**src/rtl/mips_pkg.sv**
```systemverilog
`default_nettype none
// ============================================================================
// Module      : mips_pkg
// Description : Shared constants and types for the MIPS front end
//               (instruction fetch queue and its FIFO).
// Revision    : 1.0 - initial release
// ============================================================================
package mips_pkg;

   localparam int          PC_STEP          = 4;
   localparam int          INSTR_W          = 32;
   localparam logic [31:0] RESET_PC_DEFAULT = 32'h0000_0000;

   // Fetch-control states: FETCH requests, FULL waits for a pop,
   // DISCARD waits out an abandoned request after a redirect.
   typedef enum logic [1:0] {
      FETCH   = 2'd0,
      FULL    = 2'd1,
      DISCARD = 2'd2
   } ifq_state_t;

   // Instruction addresses are word aligned; the low two bits are ignored.
   function automatic logic [31:0] align_pc(input logic [31:0] pc);
      return {pc[31:2], 2'b00};
   endfunction

endpackage
`default_nettype wire

```
**src/rtl/ifq_fifo.sv**
```systemverilog
`default_nettype none
// ============================================================================
// Module      : ifq_fifo
// Description : Synchronous FIFO with push, pop and clear; head entry is
//               read straight from storage so it holds until popped.
// Revision    : 1.0 - initial release
// ============================================================================
module ifq_fifo #(
   parameter int DEPTH = 4,
   parameter int WIDTH = 64
) (
   input  logic                       clk,
   input  logic                       rst_n,
   input  logic                       i_push,
   input  logic [WIDTH-1:0]           i_data,
   input  logic                       i_pop,
   input  logic                       i_clear,
   output logic [$clog2(DEPTH):0]     o_count,
   output logic [WIDTH-1:0]           o_head
);

   localparam int AW = $clog2(DEPTH);
   localparam int CW = AW + 1;

   logic [WIDTH-1:0] r_mem [DEPTH];
   logic [AW-1:0]    r_wr_ptr;
   logic [AW-1:0]    r_rd_ptr;
   logic [CW-1:0]    r_count;
   logic             w_do_push;
   logic             w_do_pop;

   // Guard against overflow/underflow; a full FIFO may still push when popping.
   always_comb begin
      w_do_pop  = i_pop && (r_count != '0);
      w_do_push = i_push && ((r_count != CW'(DEPTH)) || w_do_pop);
   end

   // Storage and pointer/count update; clear empties the queue.
   always_ff @(posedge clk or negedge rst_n) begin
      if (!rst_n) begin
         for (int i = 0; i < DEPTH; i++) begin
            r_mem[i] <= '0;
         end
         r_wr_ptr <= '0;
         r_rd_ptr <= '0;
         r_count  <= '0;
      end else if (i_clear) begin
         r_wr_ptr <= '0;
         r_rd_ptr <= '0;
         r_count  <= '0;
      end else begin
         if (w_do_push) begin
            r_mem[r_wr_ptr] <= i_data;
            r_wr_ptr        <= r_wr_ptr + 1'b1;
         end
         if (w_do_pop) begin
            r_rd_ptr <= r_rd_ptr + 1'b1;
         end
         r_count <= r_count + CW'(w_do_push) - CW'(w_do_pop);
      end
   end

   assign o_count = r_count;
   assign o_head  = r_mem[r_rd_ptr];

endmodule
`default_nettype wire

```
**src/rtl/instr_fetch_queue.sv**
```systemverilog
`default_nettype none
// ============================================================================
// Module      : instr_fetch_queue
// Description : Sequential instruction fetcher with a small {pc, word} queue
//               feeding IF/ID; branch redirect flushes and restarts fetch.
// Revision    : 1.0 - initial release
// ============================================================================
module instr_fetch_queue
   import mips_pkg::*;
#(
   parameter int          DEPTH    = 4,
   parameter logic [31:0] RESET_PC = RESET_PC_DEFAULT
) (
   input  logic               clk,
   input  logic               rst_n,
   input  logic               redirect,
   input  logic [31:0]        redirect_pc,
   output logic               imem_req,
   output logic [31:0]        imem_addr,
   input  logic               imem_ack,
   input  logic [INSTR_W-1:0] imem_rdata,
   output logic               instr_valid,
   output logic [INSTR_W-1:0] instr,
   output logic [31:0]        instr_pc,
   input  logic               instr_ready
);

   localparam int CW = $clog2(DEPTH) + 1;

   ifq_state_t        r_state;
   ifq_state_t        w_state_nxt;
   logic [31:0]       r_fetch_pc;
   logic [31:0]       w_fetch_pc_nxt;
   logic [31:0]       r_hold_addr;
   logic [31:0]       w_hold_addr_nxt;
   logic [CW-1:0]     w_count;
   logic [CW-1:0]     w_count_after;
   logic [63:0]       w_head;
   logic              w_push;
   logic              w_pop;
   logic              w_unused_pc_bits;

   assign w_unused_pc_bits = ^redirect_pc[1:0];

   // Request/address drive; reset forces the request low immediately.
   always_comb begin
      imem_req  = (r_state != FULL) && rst_n;
      imem_addr = (r_state == DISCARD) ? r_hold_addr : r_fetch_pc;
   end

   // Queue handshakes; a redirect suppresses both push and pop.
   always_comb begin
      w_push        = (r_state == FETCH) && imem_ack && !redirect;
      w_pop         = instr_valid && instr_ready && !redirect;
      w_count_after = w_count + CW'(w_push) - CW'(w_pop);
   end

   ifq_fifo #(
      .DEPTH (DEPTH),
      .WIDTH (64)
   ) u_fifo (
      .clk     (clk),
      .rst_n   (rst_n),
      .i_push  (w_push),
      .i_data  ({r_fetch_pc, imem_rdata}),
      .i_pop   (w_pop),
      .i_clear (redirect),
      .o_count (w_count),
      .o_head  (w_head)
   );

   assign instr_valid = (w_count != '0);
   assign instr_pc    = w_head[63:32];
   assign instr       = w_head[31:0];

   // Next-state, next fetch PC and abandoned-address capture.
   always_comb begin
      w_state_nxt     = r_state;
      w_fetch_pc_nxt  = r_fetch_pc;
      w_hold_addr_nxt = r_hold_addr;
      if (redirect) begin
         w_fetch_pc_nxt = align_pc(redirect_pc);
         if (imem_req && !imem_ack) begin
            // Request still outstanding: keep presenting it until acked.
            w_state_nxt     = DISCARD;
            w_hold_addr_nxt = imem_addr;
         end else begin
            w_state_nxt = FETCH;
         end
      end else begin
         case (r_state)
            FETCH: begin
               if (imem_ack) begin
                  w_fetch_pc_nxt = r_fetch_pc + 32'(PC_STEP);
                  if (w_count_after == CW'(DEPTH)) begin
                     w_state_nxt = FULL;
                  end
               end
            end
            FULL: begin
               if (w_pop) begin
                  w_state_nxt = FETCH;
               end
            end
            DISCARD: begin
               if (imem_ack) begin
                  w_state_nxt = FETCH;
               end
            end
            default: w_state_nxt = FETCH;
         endcase
      end
   end

   // Control registers.
   always_ff @(posedge clk or negedge rst_n) begin
      if (!rst_n) begin
         r_state     <= FETCH;
         r_fetch_pc  <= RESET_PC;
         r_hold_addr <= RESET_PC;
      end else begin
         r_state     <= w_state_nxt;
         r_fetch_pc  <= w_fetch_pc_nxt;
         r_hold_addr <= w_hold_addr_nxt;
      end
   end

endmodule
`default_nettype wire
```
**config.mk**
```make
export PLATFORM = sky130hd
export DESIGN_NAME = instr_fetch_queue
export DESIGN_NICKNAME = d
export VERILOG_FILES = /design/src/rtl/mips_pkg.sv /design/src/rtl/ifq_fifo.sv /design/src/rtl/instr_fetch_queue.sv
export SDC_FILE = /design/constraint.sdc
export NUM_CORES = 1
export LEC_CHECK = 0
export BUFFER_PORTS_ARGS = -buffer_cell sky130_fd_sc_hd__buf_2
export CORE_ASPECT_RATIO = 1.75
export CORE_UTILIZATION = 39
export DETAILED_ROUTE_END_ITERATION = 10
export PLACE_DENSITY_LB_ADDON = 0.1
export SLEW_MARGIN = 30
export SYNTH_ARGS = -nofsm -noshare
export SYNTH_HDL_FRONTEND = slang
export SYNTH_SLANG_ARGS = --single-unit
```
**constraint.sdc**
```tcl
create_clock -name clk -period 2.7 [get_ports clk]
set_input_delay 0.54 -clock clk [delete_from_list [all_inputs] [get_ports clk]]
set_output_delay 0.54 -clock clk [all_outputs]
set_load 0.02 [all_outputs]
```
## Yosys cells after proc, flatten, opt, wreduce, memory -nomap -nowiden

Cells that the tools add are included.

- Input bits: 69
- Register bits: 329
- Word-level logic and storage cells: 76
- Output and inout bits: 98

- Muxes and demuxes: 22
- Bitwise gates (word level): 3
- Add/subtract/negate cells: 7
- Equality and inequality tests: 9
- Magnitude comparators: 3
- Reductions and logical operators: 22

Operator list:

| kind | number |
|---|---|
| $bwmux W256 | 1 |
| $mux W64 | 3 |
| $bmux W64 S2 | 1 |
| $demux W64 S2 | 1 |
| $mux W32 | 4 |
| $add A32 B3 Y32 const B | 1 |
| $mux W2 | 10 |
| $logic_and A1 B1 Y1 | 9 |
| $ne A3 B3 Y1 const B | 3 |
| $reduce_bool A2 Y1 | 4 |
| $add A3 B1 Y3 | 2 |
| $ge A3 B3 Y1 const B | 2 |
| $ne A3 B2 Y1 const B | 2 |
| $not A2 Y3 | 2 |
| $pmux W2 S3 | 1 |
| $reduce_and A2 Y1 | 3 |
| $sub A3 B1 Y3 | 2 |
| $add A2 B1 Y2 const B | 2 |
| $reduce_and A4 Y1 | 1 |
| $eq A3 B3 Y1 const B | 1 |
| $lt A3 B1 Y1 const B | 1 |
| $mux W3 | 1 |
| $reduce_bool A3 Y1 | 1 |
| $eq A2 B1 Y1 const B | 1 |
| other kinds (6) | 7 |

## Longest topological paths before layout

- Word-level depth: 10
- Mapped depth: 10
- Mapped depth without buffers: 9

## By module

Synthesis repeated with hierarchy kept, for this count alone.

- Cells, all modules: 987
- Area, all modules: 15554.9 µm²

By module, submodules not included:

| module | seq. area each (µm²) | area an instance (µm²) | cells each | instances |
|---|---|---|---|---|
| ifq_fifo | 6581.3 | 12074.1 | 661 | 1 |
| instr_fetch_queue | 1601.5 | 3480.8 | 326 | 1 |

## Least setup slack after synthesis

Ideal clock, no wire load.

- Path type: input-to-reg
- From: input port redirect
- To: register r_state[0]
- Slack: 155 ps
- Required time: 2590 ps
- Library setup time: 110 ps
- Data arrival time: 2434 ps
- Cell stages on the path: 8
- Buffers on the path: 1
- Path through: or4b_1 > clkbuf_1 > ha_1 > inv_1 > ha_1 > fa_1 > xor2_1 > o41ai_1

- Longest elaborated chain between the ends: 7
- Elaborated cells between the ends (all ways): 12
- Those cells by class: add/sub: 2; eq/ne: 5; mux: 1; reduce/logical: 4

Ends and longest elaborated chain:

| item | RTL line | text |
|---|---|---|
| start: declaration | instr_fetch_queue.sv:16 | `input logic redirect,` |
| $logic_not A1 Y1 | instr_fetch_queue.sv:53, instr_fetch_queue.sv:54 |  |
| $logic_and A1 B1 Y1 | instr_fetch_queue.sv:53 | `w_push = (r_state == FETCH) && imem_ack && !redirect;` |
| $add A3 B1 Y3 | instr_fetch_queue.sv:55 | `w_count_after = w_count + CW'(w_push) - CW'(w_pop);` |
| $sub A3 B1 Y3 | instr_fetch_queue.sv:55 |  |
| $eq A3 B3 Y1 | instr_fetch_queue.sv:95 | `if (w_count_after == CW'(DEPTH)) begin` |
| $ne A3 B2 Y1 (no line) | - |  |
| $reduce_and A4 Y1 (no line) | - |  |
| end signal: assignment | instr_fetch_queue.sv:122 | `r_state <= w_state_nxt;` |
| end: declaration | instr_fetch_queue.sv:30 | `ifq_state_t r_state;` |

Several ways; a longest one is shown, not always the timed one.
A chain may end at the register's enable or synchronous reset.

## Worst setup path in the final report

- From: register u_fifo.r_rd_ptr[0]
- To: output port instr_pc[14]

- Longest elaborated chain between the ends: 4

Ends and longest elaborated chain:

| item | RTL line | text |
|---|---|---|
| start: declaration | ifq_fifo.sv:27 | `logic [AW-1:0] r_rd_ptr;` |
| start signal: assignment | ifq_fifo.sv:57 | `r_rd_ptr <= r_rd_ptr + 1'b1;` |
| $not A2 Y3 (not written as such) | ifq_fifo.sv:64 | `assign o_head = r_mem[r_rd_ptr];` |
| $bmux W64 S2 | ifq_fifo.sv:64 |  |
| $mux W64 (not written as such) (2 in a row) | ifq_fifo.sv:64 |  |
| end: declaration | instr_fetch_queue.sv:24 | `output logic [31:0] instr_pc,` |

Every way passes these cells. The select of a mux whose other input is x is not followed.

==> out/results.txt <==
Hold depth: 2
Dpl hpwl: 22420 um
Sink Count: 319
Prevailing post-synth register cell: dfrtp_1
Cts hold-fix bufs: 1
CTS resizes: 0
Fill cell count: 3370
First-pass GRT wire length: 55950 um
R2r worst-path depth: 7
Switch Pwr: 5.872 mW
RR Endpoint: r_state[0]$_DFFE_PN0P_
Crit path launch type: flop
Clock Skew: 0.02241 ns
Yosys reg bits: 319
Min setup slack post-route: 0.1207 ns
Worst Hold Class: in2reg
H-tree Lvls: 2
Clk Latency, worst-skew pair: 0.53 ns
PD cells: 1054 nW/um2
IO Count: 167
RD Place Congestion: 0.7445
Fin crit share: 95.53%
CTS buffer count: 34
Synth unique cells: 53
Cell row count: 93
Max Cap Viol: 0
Post-route ant nets: 0
Layout cell share with drive strength beyond 1: 33.00%
Input/output buffers: 162
P_int: 12.45 mW
Slew Limit Fails: 0
RSZ-0062 raised after global routing: false
R2r setup slk: 0.27 ns
# setup viols final: 0
Final WL: 34460 um
Core ar.: 36770 um2
Crit path kind: reg2out
Tot GR Track Use: 19.04%
Crit path arrival time: 2.04 ns
Vert. Die Dim: 257.8 um
Vias in the first global route: 9636
Worst path cell trace: buf_4 > mux4_2 > buf_2
DIE WIDTH: 148.2 um
Worst-path clk slew: 0.07 ns
Maximum VDD drop: 475.6 uV
Peak Freq: 387.7 MHz
Leak pwr: 7.979 nW
Register area share after synthesis: 54.74%
Syn Inst Count: 990
Root Buffer: clkbuf_16
Fin. Hold Viols: 0
Post-CTS Setup Inserts: 0
Gate power share: 32.9%
Clock Tree Buf Depth: 3
Req. time, crit path: 2.16 ns
Number of synthesis warnings: 0
Initial antenna violation count: 2
Avg Inst Size Synth: 14.73 um2
Tmin final: 2.579 ns
CTS tree: yes
Async SR Flop Fraction: 100.0%
Grt total ovfl: 0
Post-layout nets: 1240
Area taken by multi-input logic gates: 6262 um2
First DRT Iteration DRCs: 307
Sequential power share: 40.9%
Number of synthesized flops with an enable pin: 0
Buffers & Inverters on Critical Path: 2
DRC viols: 0
Post-Syn Area: 14580 um2
Net Sw Frac: 32.05%
Pre-CTS setup slack: 0.05594 ns
Area Overhead vs Synth: 19.25%
Worst hold path startpoint: imem_ack
Die ar.: 38200 um2
Worst R2R Start: r_state[1]$_DFFE_PN0P_
Register area: 7990 um2
Slew headroom: 49.47%
Vias per cell: 5.340
CP delay by family, top: multiplexers
Largest net degree at the start of global routing: 163
Slowest stage delay, CP: 0.56 ns
Slowest CP cell: mux4_2
Crit. End Element: primary output
Clk pwr share: 26.2%
Worst-Margin Slew: 0.7580 ns
Outcome: finished, final reports clean
Setup TNS: 0 ns
Crit-path max FO: 10
WHS Endpoint: r_state[1]$_DFFE_PN0P_
Vias: 8870
Initial Util: 39.66%
Post-DR wirelength/cell: 20.75 um
TritonRoute pass-1 iters: 6
synth_stat cells (3+ instances only):
cell | number | area share [%]
nand4_1 | 7 | 0.30
o31ai_1 | 13 | 0.67
o21ai_1 | 7 | 0.24
or4_1 | 11 | 0.57
xnor2_1 | 12 | 0.72
dfrtp_1 | 319 | 55
nor2_1 | 20 | 0.51
a31oi_1 | 11 | 0.47
nand3_1 | 15 | 0.51
clkbuf_1 | 28 | 0.72
ha_1 | 9 | 0.77
inv_1 | 13 | 0.33
buf_1 | 12 | 0.31
and2_1 | 6 | 0.26
nor4_1 | 6 | 0.26
xor2_1 | 5 | 0.30
buf_2 | 31 | 1.1
o311ai_0 | 3 | 0.18
mux2_1 | 248 | 19
mux4_2 | 62 | 9.6
nand2_1 | 38 | 0.98
and3_1 | 5 | 0.21
nand2_2 | 4 | 0.17
nor2b_1 | 3 | 0.13
or3_1 | 4 | 0.17
o21ai_0 | 9 | 0.31
mux2_2 | 56 | 4.3
layer usage:
metal	wire length [um]	vias up	GRT usage (%)	part of all wire, %
met4	908	2	6.701	2.6
li1	-	3982	-	-
met3	1392	63	3.180	4.0
met2	18100	167	33.49	53
met5	10	-	0	0.029
met1	14050	4656	23.36	41
power by group through the flow:
stage	combinational [mW]	sequential (mW)	clock (mW)
finish	6.04	7.49	4.80
global route	6.56	7.75	5.13
CTS	6.20	7.51	4.96
global placement	6.10	7.51	0
detailed placement	6.18	7.60	0
floorplan	4.44	7.18	0
state kept, by name (all words and copies together) (netlist names):
signal	cells
u_fifo.r_mem	248
r_hold_addr	32
r_fetch_pc	30
u_fifo.o_count	3
r_state	2
u_fifo.r_rd_ptr	2
u_fifo.r_wr_ptr	2
metrics by stage:
step	hold WS, ns	total power, mW	instance area [um2]	utilization [%]	std cells
after floorplan	0.2444	11.62	14590	-	991
after global placement	0.3895	13.61	16190	44.04	1597
after detailed placement	0.3878	13.78	16190	44.04	1597
after CTS	0.1903	18.67	17360	47.20	1659
after global routing	0.2143	19.45	17390	47.28	1660
final	0.2169	18.32	17390	47.29	1661
kinds of logic (layout without fill, tap and decap cells):
| logic type | Yosys count | in the layout | share of synthesized area (%) |
|---|---|---|---|
| compound gates | 55 | 55 | 2.505 |
| flops | 319 | 319 | 54.74 |
| mux | 367 | 367 | 33.12 |
| simple gates | 134 | 134 | 5.011 |
| buf+inv | 86 | 280 | 2.531 |
| xor+xnor | 17 | 17 | 1.021 |
| fa+ha+maj | 11 | 11 | 1.047 |
| other cells | 1 | 3 | 0.02572 |
layout by cell type (no fill, tap or decap), drive strengths merged, types with 2 or more instances in the layout:
cell type and instances:
nand3 15, fa 2, o31ai 13, o21ai 16, nor2 21, buf 205
clkinv 7, nor4 7, mux4 62, xnor2 12, a211o 2, o21a 2
and3 5, xor2 5, o211ai 2, nor3 2, and2 6, or3 4
a21oi 2, inv 13, o311ai 3, nor2b 3, dfrtp 319, nand2 42
nand4 8, or4 12, conb 2, clkbuf 53, mux2 304, a31oi 11
ha 9
area by class of cell:
class	count	area share, %
sequential	319	45.95
multi-input combinational	586	36.01
timing repair buffer	206	7.706
clock buffer	53	6.245
tap	475	3.418
clock inverter	8	0.3742
inverter	13	0.2806
antenna	1	0.01439
worst max path at each step:
stage / startpoint / end / slack, ns / depth (start not counted)
final: u_fifo.r_rd_ptr[0]$_DFFE_PN0P_ / instr_pc[14] / 0.12 / 3
after global routing: u_fifo.r_rd_ptr[0]$_DFFE_PN0P_ / instr_pc[14] / 0.03 / 3
after CTS: u_fifo.r_rd_ptr[0]$_DFFE_PN0P_ / instr_pc[14] / 0.05 / 3
after detailed placement: redirect / r_state[0]$_DFFE_PN0P_ / 0.06 / 8
after global placement: redirect / r_state[0]$_DFFE_PN0P_ / 0.11 / 8
after floorplan: redirect / r_state[0]$_DFFE_PN0P_ / 0.16 / 8
Note: power is estimated with default switching activity, not from simulation.
